$ cat src/rtl/mem_arbiter.sv
// mem_arbiter: shares the single 256-bit Data_Memory port between the
// instruction-cache refill path (m0) and the dcache controller (m1).
// One whole transaction is granted at a time. The grant is held until the
// memory acknowledges, and then one RELEASE cycle follows. A watchdog forces a
// zero-data ack and sets a sticky error if the memory never answers.
// Optional feature: define ARB_ROUND_ROBIN_EN to get round-robin tie-breaking.
// Without it, m1 always wins ties.
module mem_arbiter #(
  parameter int ADDR_W      = 32,
  parameter int DATA_W      = 256,
  parameter int TIMEOUT_CYC = 64,
  parameter int CNT_W       = 8
) (
  input  logic              clk_i,
  input  logic              rst_i,
  input  logic              m0_enable_i,
  input  logic              m0_write_i,
  input  logic [ADDR_W-1:0] m0_addr_i,
  input  logic [DATA_W-1:0] m0_data_i,
  output logic              m0_ack_o,
  output logic [DATA_W-1:0] m0_data_o,
  input  logic              m1_enable_i,
  input  logic              m1_write_i,
  input  logic [ADDR_W-1:0] m1_addr_i,
  input  logic [DATA_W-1:0] m1_data_i,
  output logic              m1_ack_o,
  output logic [DATA_W-1:0] m1_data_o,
  output logic              mem_enable_o,
  output logic              mem_write_o,
  output logic [ADDR_W-1:0] mem_addr_o,
  output logic [DATA_W-1:0] mem_data_o,
  input  logic              mem_ack_i,
  input  logic [DATA_W-1:0] mem_data_i,
  output logic              grant_o,
  output logic              err_o
);

  localparam logic [1:0] ST_IDLE    = 2'd0;
  localparam logic [1:0] ST_BUSY    = 2'd1;
  localparam logic [1:0] ST_RELEASE = 2'd2;

  localparam logic             WD_EN       = (TIMEOUT_CYC > 0);
  localparam logic [CNT_W-1:0] TIMEOUT_VAL = CNT_W'(TIMEOUT_CYC);

  logic [1:0]        state_q, state_d;
  logic              mem_enable_q, mem_enable_d;
  logic              mem_write_q, mem_write_d;
  logic [ADDR_W-1:0] mem_addr_q, mem_addr_d;
  logic [DATA_W-1:0] mem_data_q, mem_data_d;
  logic              grant_q, grant_d;
  logic              err_q, err_d;
  logic [CNT_W-1:0]  cnt_q, cnt_d;

  logic              any_req;
  logic              winner;
  logic              in_busy;
  logic              timeout;
  logic              done;
  logic [DATA_W-1:0] rsp_data;

  assign any_req = m0_enable_i | m1_enable_i;
  assign in_busy = (state_q == ST_BUSY);
  // A real ack in the same cycle as the watchdog takes precedence.
  assign timeout = WD_EN & in_busy & (cnt_q == TIMEOUT_VAL);
  assign done    = (mem_ack_i & in_busy) | timeout;

`ifdef ARB_ROUND_ROBIN_EN
  logic rr_q, rr_d;

  // Tie-break toward the requester that was not served last; a lone requester wins outright.
  always_comb begin
    winner = m1_enable_i;
    if (m0_enable_i && m1_enable_i) winner = rr_q;
    rr_d = rr_q;
    if (state_q == ST_IDLE && any_req) rr_d = ~winner;
  end

  // Round-robin pointer; comes out of reset favouring m1.
  always_ff @(posedge clk_i) begin
    if (!rst_i) rr_q <= 1'b1;
    else        rr_q <= rr_d;
  end
`else
  // Fixed priority: the dcache (m1) wins whenever it asks.
  always_comb begin
    winner = m1_enable_i;
  end
`endif

  // Transaction FSM: capture the winner's request, hold it, release after ack or timeout.
  always_comb begin
    state_d      = state_q;
    mem_enable_d = mem_enable_q;
    mem_write_d  = mem_write_q;
    mem_addr_d   = mem_addr_q;
    mem_data_d   = mem_data_q;
    grant_d      = grant_q;
    err_d        = err_q;
    cnt_d        = '0;
    case (state_q)
      ST_IDLE: begin
        if (any_req) begin
          state_d      = ST_BUSY;
          mem_enable_d = 1'b1;
          grant_d      = winner;
          mem_write_d  = winner ? m1_write_i : m0_write_i;
          mem_addr_d   = winner ? m1_addr_i  : m0_addr_i;
          mem_data_d   = winner ? m1_data_i  : m0_data_i;
        end
      end
      ST_BUSY: begin
        if (done) begin
          state_d      = ST_RELEASE;
          mem_enable_d = 1'b0;
          if (!mem_ack_i) err_d = 1'b1;
        end else if (WD_EN) begin
          cnt_d = cnt_q + CNT_W'(1);
        end
      end
      // The acked requester drops its enable here, so a stale request is never regranted.
      ST_RELEASE: state_d = ST_IDLE;
      default:    state_d = ST_IDLE;
    endcase
  end

  // State and memory-side registers; reset abandons any access in flight.
  always_ff @(posedge clk_i) begin
    if (!rst_i) begin
      state_q      <= ST_IDLE;
      mem_enable_q <= 1'b0;
      mem_write_q  <= 1'b0;
      mem_addr_q   <= '0;
      mem_data_q   <= '0;
      grant_q      <= 1'b1;
      err_q        <= 1'b0;
      cnt_q        <= '0;
    end else begin
      state_q      <= state_d;
      mem_enable_q <= mem_enable_d;
      mem_write_q  <= mem_write_d;
      mem_addr_q   <= mem_addr_d;
      mem_data_q   <= mem_data_d;
      grant_q      <= grant_d;
      err_q        <= err_d;
      cnt_q        <= cnt_d;
    end
  end

  // A forced watchdog ack carries zero data; otherwise the memory's data passes straight through.
  assign rsp_data = (timeout & ~mem_ack_i) ? '0 : mem_data_i;

  assign m0_ack_o     = done & ~grant_q;
  assign m1_ack_o     = done & grant_q;
  assign m0_data_o    = rsp_data;
  assign m1_data_o    = rsp_data;
  assign mem_enable_o = mem_enable_q;
  assign mem_write_o  = mem_write_q;
  assign mem_addr_o   = mem_addr_q;
  assign mem_data_o   = mem_data_q;
  assign grant_o      = grant_q;
  assign err_o        = err_q;

endmodule

$ cat config.mk
export PLATFORM = sky130hd
export DESIGN_NAME = mem_arbiter
export DESIGN_NICKNAME = d
export VERILOG_FILES = /design/src/rtl/mem_arbiter.sv
export SDC_FILE = /design/constraint.sdc
export NUM_CORES = 1
export LEC_CHECK = 0
export BUFFER_PORTS_ARGS = -buffer_cell sky130_fd_sc_hd__buf_4
export CORE_AREA = 2 2 638 640
export CTS_CLUSTER_SIZE = 25
export DETAILED_ROUTE_END_ITERATION = 10
export DIE_AREA = 0 0 640 642
export PLACE_DENSITY = 0.3
export SKIP_LAST_GASP = 1
export SYNTH_ARGS = -nofsm -noshare
export SYNTH_HDL_FRONTEND = slang
export SYNTH_SLANG_ARGS = --single-unit
$ cat constraint.sdc
create_clock -name clk_i -period 2.05 [get_ports clk_i]
set_input_delay 0.3075 -clock clk_i [delete_from_list [all_inputs] [get_ports clk_i]]
set_output_delay 0.3075 -clock clk_i [all_outputs]
set_load 0.005 [all_outputs]
==> flow_metrics.tcl, run 1 <==
set metrics [dict create \
    yosysTopAreaCell "dfxtp_1" \
    io_buffers 1644 \
    powerDensity_nw_per_um2 571 \
    die_h_um 642 \
    final_net_count 4506 \
    startpoint_type "flip-flop" \
    ys_ff_latch 302 \
    violations "negative setup slack" \
    synth_cells 1922 \
    tightest_slew_ns 0.607 \
    syn_to_final_growth_pct 136 \
    final_cell_mix "buf_4 (1444), buf_6 (351), dfxtp_1 (300)" \
    reg2reg_from "cnt_q[1]$_SDFF_PP0_" \
    fin_crit_sh_pct 145 \
    die_w_um 640 \
    max-cap-violations 0 \
    drc_errors 0 \
    wirelength_um 258000 \
    mostFrequentLayoutCell "buf_4" \
    slew_viol_final 0 \
    yosys_warnings 0 \
    rsz0062_at_grt "true" \
    dieArea_um2 411000 \
    first_iter_violations 954 \
    yosysSeqAreaShare_pct 32.4 \
    finalHoldViolations 0 \
    start_util_pct 4.62 \
    via_per_inst 2.48 \
    min-delay-start "m0_data_i[168]" \
    cts_tree "built" \
    numCtsBuffers 46 \
    gp_congestion 0.945 \
    end_kind "output pin" \
    setup_viol 522 \
    synth_area_leaders "dfxtp_1 (32%), a211oi_2 (17%), mux2i_1 (16%)" \
    final_area_um2 44100 \
    synthFlopType "dfxtp_1" \
    period_minus_slack_ns 2.97 \
    fmax_ghz 0.336 \
    critPathKind "flip-flop to output pin" \
    insertion_delay_ns 0.67 \
    required_ns 1.74 \
    cts_max_level 2 \
    min_path_type "primary input to flip-flop" \
    fp-row-count 234 \
    drive_gt1_share_pct 66.2 \
    synth-edff-count 0 \
    status "finished, violations left" \
    clk_pin_slew_ns 0.06 \
    drt_first_pass_iters 5 \
    cts.path.max_buffers 3 \
    startpoint "cnt_q[1]$_SDFF_PP0_" \
    hpwl_um 224000 \
    synth_top_area_share_pct 32.4 \
    first_global_vias 23525 \
    overflow 0 \
    vias 22666 \
    grt_use_total_pct 11.7 \
    ir_drop_v 0.000467 \
    synthArstFlopShare_pct 0 \
    avgSynthCellArea_um2 9.71 \
    final_antenna_net_count 0 \
    grt_pass1_wl_um 305000 \
    yosysUniqueCellTypes 33 \
    whs_ns 0.0787 \
    finClkSkew_ns 0.0543 \
    antenna_found_initial 108 \
    cts_root_buf "clkbuf_16" \
    grt_max_degree 63 \
    netlist_area_um2 18700 \
    io_pins 1645 \
    crit_arrival_ns 2.67 \
    coreArea_um2 404000 \
    placed_area_um2 37200 \
    routedWlPerCell_um 28.2 \
    crit_fanout 6 \
    setup_ws_ns -0.923 \
    synth_nets 2763 \
    clkSinkCount 302 \
    p_leak_nw 18.9 \
    maxSlewHeadroom_pct 58.3 \
]
## final cells by class
class                   instances  area (um2)
repair buffers               2142       19400
diodes                         22        55.1
well taps                    5428        6790
clock inverters                14         115
fillers                     46651      360000
flip-flops and latches        302        6050
inverters                       6        30.0
multi-input cells            1167       10300
clock buffers                  69        1370
## kinds of logic after synthesis
group | count (synthesis) | share of synthesized area, %
XOR/XNOR | 3 | 0.141
adder cells (fa/ha/maj) | 2 | 0.134
multiplexers | 289 | 15.5
AO/OA/AOI/OAI | 553 | 26.0
buffers and inverters | 453 | 15.5
AND/OR/NAND/NOR | 320 | 10.4
flip-flops | 302 | 32.4
## timing repair
action                     in CTS  in global routing
pin swaps                       1                166
setup endpoints to repair     723                701
hold endpoints to repair      125                  0
cloned                          3                 25
hold buffers                  232                  0
buffers inserted                2                 32
gates resized for setup        15                709
## metal layers
| layer | GRT usage (%) | wire length (um) |
|---|---|---|
| met1 | 11.5 | 87700 |
| met4 | 3.47 | 9690 |
| met5 | 0 | 508 |
| met2 | 21.6 | 132000 |
| met3 | 5.67 | 28200 |
## power by group
part | internal (W) | switching, W | leakage [nW]
Combinational | 0.00475 | 0.00535 | 15.6
Sequential | 0.00655 | 0.000445 | 2.51
Clock | 0.00460 | 0.00349 | 0.729
## cell usage after synthesis (2+ instances only)
master	n
buf_4	279
nand2_1	2
buf_6	8
a211oi_2	249
buf_1	17
nor3_1	4
dfxtp_1	302
xor2_1	2
inv_1	6
mux2i_1	289
clkbuf_1	79
ha_1	2
buf_2	64
a21oi_1	256
nor2_1	5
a211oi_1	2
o21ai_0	3
nand3_1	43
or3_1	3
and2_1	257
o211a_1	38
## critical path, cell delays in order (launching register included)
cell       delay [ns]
dfxtp_2          0.32
inv_2            0.07
ha_4             0.12
and4bb_2         0.27
nand3_4          0.08
buf_12           0.15
buf_12           0.14
clkbuf_16        0.18
buf_16           0.17
buf_4            0.14
and2_4           0.17
buf_6            0.14
## flip-flops by register name, summed over array words and instances (netlist names)
register and cells:
err_o 1, mem_enable_o 1, cnt_q 8, state_q 2, mem_addr_o 32, mem_data_o 256
grant_o 1, mem_write_o 1
## per-stage QoR
| stage | total power [W] | setup WS [ns] | utilization [%] | instances | TNS (ns) |
|---|---|---|---|---|---|
| after floorplan | 0.0101 | 0.114 | - | 1922 | 0 |
| after global placement | 0.0168 | -0.567 | 9.20 | 8771 | -135.01 |
| after detailed placement | 0.0168 | -0.574 | 9.20 | 8771 | -135.82 |
| after CTS | 0.0257 | -1.10 | 10.2 | 9091 | -525.25 |
| after global routing | 0.0266 | -1.03 | 10.9 | 9144 | -478.76 |
| final | 0.0252 | -0.923 | 10.9 | 9150 | -403.76 |
## path summary, 6_finish.rpt
path	to	slack, ns	depth (start not counted)
max	m1_data_o[49]	-0.92	11
min reg2reg	err_o$_SDFFE_PN0P_	0.47	2
max reg2reg	err_o$_SDFFE_PN0P_	-0.17	12
min	mem_data_o[168]$_SDFFE_PN0P_	0.08	3
No activity file was read; power rests on OpenSTA's default activity.
==> inputs of run 2 (changes only) <==
Settings changed: RECOVER_POWER from default to 100.
==> run 2 against run 1 <==
Net effect: the run still ends with negative setup slack left; utilization shrank 0.15 points; sequential power is essentially flat; critical path type unchanged; largest power group unchanged; final area shrank 1.4%.
==> flow_metrics.tcl, run 2 (synthesis results as in run 1) <==
set metrics [dict create \
    status "finished, violations left" \
    violations "negative setup slack" \
    overflow 0 \
    antenna_found_initial 108 \
    path_cells "inv_2 -> ha_4 -> and4bb_2 -> nand3_4 -> buf_12 -> buf_12 -> clkbuf_16 -> buf_16 -> buf_4 -> and2_4 -> buf_6" \
    clk_pin_slew_ns 0.06 \
    drc_errors 0 \
    finalHoldViolations 0 \
    crit_fanout 6 \
    max-cap-violations 0 \
    pwr-share-seq_pct 28.1 \
    power_frac_comb_pct 39.5 \
    grt_util_met3_pct 5.67 \
    finClkSkew_ns 0.0540 \
    required_ns 1.74 \
    grt_use_met1_pct 11.5 \
    io_pins 1645 \
    dieArea_um2 411000 \
    grt_pass1_wl_um 305000 \
    cp_slowest_cell "dfxtp_2" \
    period_minus_slack_ns 2.97 \
    cts_root_buf "clkbuf_16" \
    crit_top_cell "buf_12" \
    powerDensity_nw_per_um2 572 \
    critPathKind "flip-flop to output pin" \
    wirelength_um 258000 \
    setup_viol 524 \
    grt_busiest_layer "met2" \
    insertion_delay_ns 0.67 \
    grt_use_total_pct 11.7 \
    io_buffers 1644 \
    crit_arrival_ns 2.66 \
    setup_ws_ns -0.920 \
    mostFrequentLayoutCell "buf_4" \
    slew_viol_final 0 \
    pwr-share-clk_pct 32.5 \
    swShare_pct 37.3 \
    cts_max_level 2 \
    largest_reg_flops 256 \
    numCtsBuffers 46 \
    first_iter_violations 904 \
    finalSetupTns_ns -403.17 \
    routedWlPerCell_um 28.2 \
    tightest_slew_ns 0.736 \
    end_kind "output pin" \
    die_h_um 642 \
    final_net_count 4506 \
    cts.path.max_buffers 3 \
    p_switching_w 0.00928 \
    fin_cells 9150 \
    clkSinkCount 302 \
    start_util_pct 4.62 \
    drive_gt1_share_pct 61.8 \
    syn_to_final_growth_pct 133 \
    cts_tree "built" \
    fin_crit_sh_pct 145 \
    use_met2_pct 21.6 \
    via_per_inst 2.48 \
    p_leak_nw 18.2 \
    ir_drop_v 0.000466 \
    maxSlewHeadroom_pct 51.2 \
    drt_first_pass_iters 6 \
    fmax_ghz 0.337 \
    coreArea_um2 404000 \
    internal_power_w 0.0156 \
    first_global_vias 23525 \
    final_cell_mix "buf_4 (1264), buf_6 (351), dfxtp_1 (300)" \
    vias 22655 \
    grt_max_degree 63 \
    final_antenna_net_count 0 \
    hpwl_um 224000 \
    critPathMaxStageDelay_ns 0.32 \
    startpoint_type "flip-flop" \
    gp_congestion 0.945 \
    fp-row-count 234 \
    min_path_type "primary input to flip-flop" \
    die_w_um 640 \
    placed_cells_incl_taps 8771 \
    rsz0062_at_grt "true" \
]
-- run 2: cell count changes in the layout (fill, tap and decap cells not counted), sizes merged --
cell    change
buf       -180
clkbuf    +180
-- run 2: power by group through the flow --
| stage | clock [W] | combinational, W | sequential (W) |
|---|---|---|---|
| global route | 0.00870 | 0.0106 | 0.00706 |
| global placement | 0 | 0.00966 | 0.00711 |
| floorplan | 0 | 0.00307 | 0.00704 |
| CTS | 0.00858 | 0.0101 | 0.00700 |
| detailed placement | 0 | 0.00964 | 0.00711 |
| finish | 0.00808 | 0.00982 | 0.00698 |
-- run 2: final cells by class --
| class | instances | area (um2) |
|---|---|---|
| Sequential cell | 302 | 6050 |
| Tap cell | 5428 | 6790 |
| Timing Repair Buffer | 2142 | 18800 |
| Fill cell | 46771 | 361000 |
| Multi-Input combinational cell | 1167 | 10300 |
| Clock buffer | 69 | 1370 |
| Antenna cell | 22 | 55.1 |
| Clock inverter | 14 | 115 |
| Inverter | 6 | 30.0 |
-- run 2: what timing repair did --
action	CTS	global route
pin swaps	1	166
endpoints found under the setup margin	723	701
endpoints found under the hold margin	125	0
gates cloned	3	25
setup buffers	2	32
gates resized for setup	15	709
hold buffers	232	0
-- run 2: through the flow --
stage	utilization, %	total power, W	instance area [um2]	hold slack [ns]	setup WS (ns)
floorplan	-	0.0101	18700	0.442	0.114
global placement	9.20	0.0168	37200	0.455	-0.567
global route	10.7	0.0263	43500	0.0256	-1.03
CTS	10.2	0.0257	41100	0.000362	-1.10
finish	10.8	0.0249	43500	0.0758	-0.920
detailed placement	9.20	0.0168	37200	0.457	-0.574
-- run 2: path summary, 6_finish.rpt --
check	start	end	slack [ns]	cells past startpoint
hold / removal	m0_data_i[209]	mem_data_o[209]$_SDFFE_PN0P_	0.08	3
setup reg to reg	cnt_q[1]$_SDFF_PP0_	err_o$_SDFFE_PN0P_	-0.16	12
setup / recovery	cnt_q[1]$_SDFF_PP0_	m1_data_o[49]	-0.92	11
hold reg to reg	err_o$_SDFFE_PN0P_	err_o$_SDFFE_PN0P_	0.47	2
-- run 2: metal layers --
metal | wire [um] | part of all wire, % | vias to the layer above
met3 | 28500 | 11 | 331
met2 | 132000 | 51 | 1002
met1 | 87400 | 34 | 11070
met5 | 508 | 0.20 | -
li1 | - | - | 10172
met4 | 9820 | 3.8 | 80
-- run 2: critical path: cells and delay by family (launching register included) --
family | cells | cell delay, ns
buffers and inverters | 7 | 0.99
flip-flops | 1 | 0.32
adder cells (fa/ha/maj) | 1 | 0.12
AND/OR/NAND/NOR | 3 | 0.52
